==> src/rtl/fetch_unit.sv <==
// Instruction fetch stage: walks the PC, captures opcode/operand bytes from the
// registered-read memory and hands complete instructions to decode. Optional HALT opcode support: `FETCH_HALT_EN.
module fetch_unit #(
  parameter int                ADDR_W   = 8,
  parameter int                DATA_W   = 8,
  parameter logic [ADDR_W-1:0] RESET_PC = '0
) (
  input  logic              clk,
  input  logic              rst,
  output logic [ADDR_W-1:0] mem_addr,
  input  logic [DATA_W-1:0] mem_data,
  output logic              instr_valid,
  input  logic              instr_ready,
  output logic [DATA_W-1:0] instr_opcode,
  output logic [DATA_W-1:0] instr_operand,
  output logic [ADDR_W-1:0] instr_pc,
  input  logic              jump_en,
  input  logic [ADDR_W-1:0] jump_addr,
  output logic              halted
);

  // Handshake: an instruction transfers on a rising edge where instr_valid and
  // instr_ready are both high; while valid and not ready, instr_* hold stable.
  typedef enum logic [2:0] {
    A_OP  = 3'd0,
    C_OP  = 3'd1,
    A_ARG = 3'd2,
    C_ARG = 3'd3,
    VALID = 3'd4
`ifdef FETCH_HALT_EN
    , HALT = 3'd5
`endif
  } state_t;

`ifdef FETCH_HALT_EN
  localparam logic [DATA_W-1:0] HALT_OP = DATA_W'(8'h7F);
`endif

  state_t            state;
  state_t            state_next;
  logic [ADDR_W-1:0] pc;

  assign mem_addr = pc;

  always_ff @(posedge clk or posedge rst) begin
    if (rst) state <= A_OP;
    else     state <= state_next;
  end

  always_comb begin
    state_next = state;
    if (jump_en) begin
      state_next = A_OP;
    end else begin
      case (state)
        A_OP:    state_next = C_OP;
        C_OP:    state_next = mem_data[DATA_W-1] ? A_ARG : VALID;
        A_ARG:   state_next = C_ARG;
        C_ARG:   state_next = VALID;
        VALID: begin
          if (instr_ready) begin
`ifdef FETCH_HALT_EN
            state_next = (instr_opcode == HALT_OP) ? HALT : A_OP;
`else
            state_next = A_OP;
`endif
          end
        end
`ifdef FETCH_HALT_EN
        HALT:    state_next = HALT;
`endif
        default: state_next = A_OP;
      endcase
    end
  end

  always_comb begin
    instr_valid = (state == VALID);
`ifdef FETCH_HALT_EN
    halted      = (state == HALT);
`else
    halted      = 1'b0;
`endif
  end

  // A jump wins over any capture in flight; the partial instruction is simply abandoned.
  always_ff @(posedge clk or posedge rst) begin
    if (rst) begin
      pc            <= RESET_PC;
      instr_opcode  <= '0;
      instr_operand <= '0;
      instr_pc      <= '0;
    end else if (jump_en) begin
      pc <= jump_addr;
    end else begin
      case (state)
        C_OP: begin
          instr_opcode <= mem_data;
          instr_pc     <= pc;
          pc           <= pc + ADDR_W'(1);
          if (!mem_data[DATA_W-1]) instr_operand <= '0;
        end
        C_ARG: begin
          instr_operand <= mem_data;
          pc            <= pc + ADDR_W'(1);
        end
        default: ;
      endcase
    end
  end

endmodule
==> config.mk <==
export PLATFORM = sky130hd
export DESIGN_NAME = fetch_unit
export DESIGN_NICKNAME = d
export VERILOG_FILES = /design/src/rtl/fetch_unit.sv
export SDC_FILE = /design/constraint.sdc
export NUM_CORES = 1
export LEC_CHECK = 0
export ABC_AREA = 1
export CAP_MARGIN = 20
export CORE_ASPECT_RATIO = 0.7
export CORE_UTILIZATION = 41
export DETAILED_ROUTE_END_ITERATION = 16
export HOLD_SLACK_MARGIN = 0.15
export PLACE_DENSITY_LB_ADDON = 0.05
export SYNTH_ARGS = -nofsm -noshare
export SYNTH_HDL_FRONTEND = slang
export SYNTH_SLANG_ARGS = --single-unit
==> constraint.sdc <==
create_clock -name clk -period 1.3 [get_ports clk]
set_input_delay 0.13 -clock clk [delete_from_list [all_inputs] [get_ports clk]]
set_output_delay 0.13 -clock clk [all_outputs]
set_load 0.02 [all_outputs]
-- Yosys cells after proc, flatten, opt, wreduce, memory -nomap -nowiden
Cells that the tools add are included.
W data, S select, Z words.
- bits in registers: 35
- word-level logic and storage cells: 27
- add/sub/neg operators: 1
- equal/unequal tests: 6
- multiplexer cells: 8
- bitwise logic cells: 1
- reduce and logical (&&, ||, !) cells: 6
- operator list (cell ; number):
    $mux W8 ; 3
    $pmux W8 S2 ; 1
    $pmux W3 S5 ; 1
    $mux W3 ; 3
    $add A8 B1 Y8 const B ; 1
    $eq A3 B2 Y1 const B ; 2
    $reduce_bool A2 Y1 ; 2
    $eq A3 B1 Y1 const B ; 1
    $eq A3 B3 Y1 const B ; 1
    $logic_not A3 Y1 ; 1
    $ne A3 B1 Y1 const B ; 1
    $reduce_and A3 Y1 ; 1
    $ne A2 B2 Y1 const B ; 1
    $reduce_and A2 Y1 ; 1
    $reduce_or A2 Y1 ; 1
    $not A1 Y1 ; 1

-- Logic depth before layout (Yosys ltp)
- depth in word-level cells: 4
- gate-level depth with buffers: 7

-- Worst setup path after synthesis
No wires, ideal clock.
- kind: reg-to-reg
- start point: reg pc[1], in the netlist mem_addr[1]
- end point: reg pc[6], in the netlist mem_addr[6]
- setup time: 0.117 ns
- arrival: 1.127 ns
- path slack: 0.055 ns
- stages on the path, launching flop included: 7
- clock period less this slack: 1.245 ns
- path through: dfrtp_1 -> ha_1 -> nand2_1 -> nor2_1 -> nand3_1 -> nand3_1 -> nand2_1
- cells in the longest elaborated chain, start to end: 3
- RTL lines (element ; RTL line ; source):
    start: declaration ; 41 ; logic [ADDR_W-1:0] pc;
    start signal: assignment ; 94 ; pc <= jump_addr;
    start signal: assignment ; 100 ; pc <= pc + ADDR_W'(1);
    start signal: assignment ; 105 ; pc <= pc + ADDR_W'(1);
    $add A8 B1 Y8 ; 100, 105 ;
    $mux W8 ; -- ;
    $mux W8 ; 93 ; end else if (jump_en) begin
No other way between the ends. The select of a mux whose other input is x is not followed.
A chain may end at the register's enable or synchronous reset.

-- Worst setup path after layout
- start point: reg state[2]
- end point: reg pc[0], in the netlist mem_addr[0]
- cells in the longest elaborated chain, start to end: 3
- RTL lines (element ; RTL line ; source):
    start: declaration ; 39 ; state_t state;
    start signal: assignment ; 47 ; else state <= state_next;
    $eq A3 B2 Y1 / $eq A3 B1 Y1 (equally long branches) ; 96 ; case (state)
    $reduce_or A2 Y1 (no line) * ; -- ;
    $reduce_bool A2 Y1 (no line) * ; -- ;
Mark *: on every way between the ends. The rest lies on a longest branch, timed or not.

==> results.md <==
* Library cell occupying the most area in the post-synthesis netlist: dfrtp_1
* Largest cells by area after synthesis: dfrtp_1, nand2_1, o21ai_2
* Share of Yosys cell area claimed by the top area cell type at 0.515
* Critical-path cell with the highest stage delay: dfrtp_1
* Residual DRC count at 0
* Clk sink count at 35
* Global-route wire length before repair at 6570 um
* Top-level I/O count at 54
* Power per cell area at 1410 nW/um2
* Routed met2 length at 1800 um
* Initial detailed-routing violation count at 86
* Crit path buffers/inverters at 4
* Required @ worst endpoint at 1.49 ns
* H-tree Lvls at 2
* Ratio of cells with drive above 1 in the final layout at 0.298
* Routed WL per cell at 13.6 um
* FF-to-FF setup slack at 0.01 ns
* CP Max Fanout at 6
* Pin count of the biggest net entering global routing at 36
* Clock group share of total power at 0.249
* Static Leak at 1.33 nW
* Crit path largest cell delay at 0.39 ns
* Cell class contributing the biggest share of worst-path delay: buffers and inverters
* Drt via density at 4.78
* Switching Power at 0.00133 W
* Gate count after technology mapping at 194
* Die Span Y at 55.9 um
* X dimension of the die at 79.0 um
* Final-report hold violation count at 0
* Post-DP HPWL at 2850 um
* Sequential fraction of the synthesis area at 0.515
* CTS Root Buffer Type: clkbuf_8
* Placeable core region at 3950 um2
* EDFF count, synth at 0
* Setup ws final at 0.0115 ns
* Cell Int Power at 0.00245 W
* Finished Cell Area at 2680 um2
* Most common library cells after synthesis: nand2_1, dfrtp_1, nand3_1
* Part of the power in combinational logic at 0.360
* Per-instance average area after synthesis at 8.76 um2
* Worst Hold Slack at 0.201 ns
* Worst clock skew at 0.00559 ns
* First drt pass iteration count at 5
* Overall global routing resource usage at 0.196
* Tcrit/Tclk final at 0.991
* Minimum setup slack after placement at -0.171 ns
* Final Core Density at 0.678
* Highest Clock Rate at 776 MHz
* Run status: finished clean
* Clock transition at the register clock pins on the worst setup and hold paths after CTS at 0.07 ns
* Max Root-Sink Buffers at 2
* Highest layer used for signal routing: met4
* Synthesized area at 1700 um2
* Gpl congestion at 0.800
* TritonCTS Buffers at 5
* Final setup TNS at 0 ns
* Count of distinct cell types in the synthesized netlist at 25
* Clk Latency, worst-skew pair at 0.28 ns
* Met3 routed wirelength at 316 um
* Startpoint types: flip-flop
* Slew Limit Fails at 0
* Post-detailed-placement cell area at 2370 um2
* Die area at 4410 um2
* Most common cell in the netlist: nand2_1
* Fillers at 340
* Post-synthesis net count at 215
* Max_cap viols at 0
* Post-DRT Antenna Nets at 0
* Yosys warning count at 0
* Data arrival time of the critical path at 1.48 ns
* RR Startpoint: state[2]$_DFFE_PP0P_
* Final routed wirelength across all metal layers at 4430 um
* Switching part of the total at 0.351
* Share of async-settable or async-resettable flops after synthesis at 1.00
* Initial Utilization at 0.431
* Type of the setup path with the least slack: flip-flop to flip-flop
* FP Rows at 19
* Vias in the first global route at 1400
* Primary flip-flop cell chosen by synthesis mapping: dfrtp_1
* First element of the critical path: state[2]$_DFFE_PP0P_
* Worst VDD drop at 0.757 mV
* CTS tree: built
* Initial antenna violation count at 0
* Detailed-route via count at 1563
* Antenna fix cells at 0
* Setup violation total in the final timing report at 0
* Kind of end point of the critical path: flip-flop
* Sequential Power Share at 0.390
* RSZ-0062 raised after global routing: yes
* Type of the worst min-delay path: input port to async pin
* Ordered cell list for the critical path: inv_2, buf_6, nand2_8, nor2_8, buf_12, buf_8, nand2_2, o211ai_1
* Nets at 296
* Number of synthesized register bits at 35
* Count of input and output buffers at 52
* Remaining global-route overflow at 0
* Met1 routed wirelength after detailed routing at 2270 um
* Time the final worst path needs with I/O delays and setup at 1.29 ns
* Growth of design area from synthesis to finish at 57.3%
==> kinds of logic (layout without fill, tap and decap cells) <==
family,count (synthesis),count (layout),share of synthesized area
other,1,1,0.00221
AND/OR/NAND/NOR,109,112,0.294
buffers and inverters,24,102,0.0758
AO/OA/AOI/OAI,24,24,0.105
flip-flops,35,35,0.515
adder cells (fa/ha/maj),1,1,0.00736
==> worst min-delay path: stages <==
cell and delay (ns):
clkdlybuf4s50_1 0.40, inv_1 0.09, buf_12 0.23
==> power groups by stage <==
| stage | logic (W) | clock network, W | registers (W) |
|---|---|---|---|
| final | 0.00136 | 0.000942 | 0.00147 |
| after global routing | 0.00148 | 0.00101 | 0.00150 |
| after CTS | 0.00122 | 0.000957 | 0.00146 |
| after detailed placement | 0.00136 | 0 | 0.00149 |
| after global placement | 0.00135 | 0 | 0.00149 |
| after floorplan | 0.000443 | 0 | 0.00175 |
==> final timing paths <==
kind / endpoint / depth (start not counted)
worst max-delay path: mem_addr[0]$_DFFE_PP0P_ / 8
worst min-delay path: instr_pc[7]$_DFFE_PP0P_ / 3
worst max register to register: mem_addr[0]$_DFFE_PP0P_ / 8
worst min register to register: instr_opcode[1]$_DFFE_PP0P_ / 2
max in group asynchronous: state[1]$_DFFE_PP0P_ / 3
min in group clk: mem_addr[4]$_DFFE_PP0P_ / 3
==> routing by layer <==
layer,vias up,track usage
li1,783,-
met1,720,0.298
met2,55,0.272
met3,5,0.0508
met4,0,0.0545
met5,-,0
==> what timing repair did <==
| action | 4_1_cts | 5_1_grt |
|---|---|---|
| setup endpoints to repair | 43 | 32 |
| cloned | 0 | 3 |
| buffers inserted | 0 | 8 |
| pin swaps | 0 | 6 |
| gates resized for setup | 39 | 30 |
| endpoints found under the hold margin | 0 | 0 |
| hold buffers | 0 | 0 |
==> layout make-up <==
| class | count | area (um2) | area share |
|---|---|---|---|
| Clock buffer | 6 | 72.6 | 0.0271 |
| Clock inverter | 1 | 30.0 | 0.0112 |
| Inverter | 17 | 67.6 | 0.0253 |
| Multi-Input combinational cell | 138 | 831 | 0.311 |
| Sequential cell | 35 | 876 | 0.327 |
| Tap cell | 52 | 65.1 | 0.0243 |
| Timing Repair Buffer | 78 | 733 | 0.274 |
==> state kept, by name, summed over array words and instances, names as in the netlist <==
name	cells
instr_operand	8
state	3
mem_addr	8
instr_pc	8
instr_opcode	8
==> cells in the final DEF (no fill, tap or decap), types with 2 or more instances in the layout <==
cell and count:
buf_12 3, nor2_2 3, nand2_2 15, clkdlybuf4s50_1 19
dlygate4sd2_1 32, nand2_8 5, buf_6 4, nand2_1 55
buf_4 19, inv_2 2, nand3_2 3, nand3_1 18
clkbuf_8 5, o211ai_1 2, nand2_4 2, nor2_1 6
inv_1 14, o21ai_0 5, dfrtp_1 35, o21ai_2 14
==> metrics by stage <==
stage	power (W)	cells
finish	0.00378	327
global route	0.00399	327
CTS	0.00364	316
detailed placement	0.00285	309
global placement	0.00284	309
floorplan	0.00219	194
Note: power is estimated with default switching activity, not from simulation.
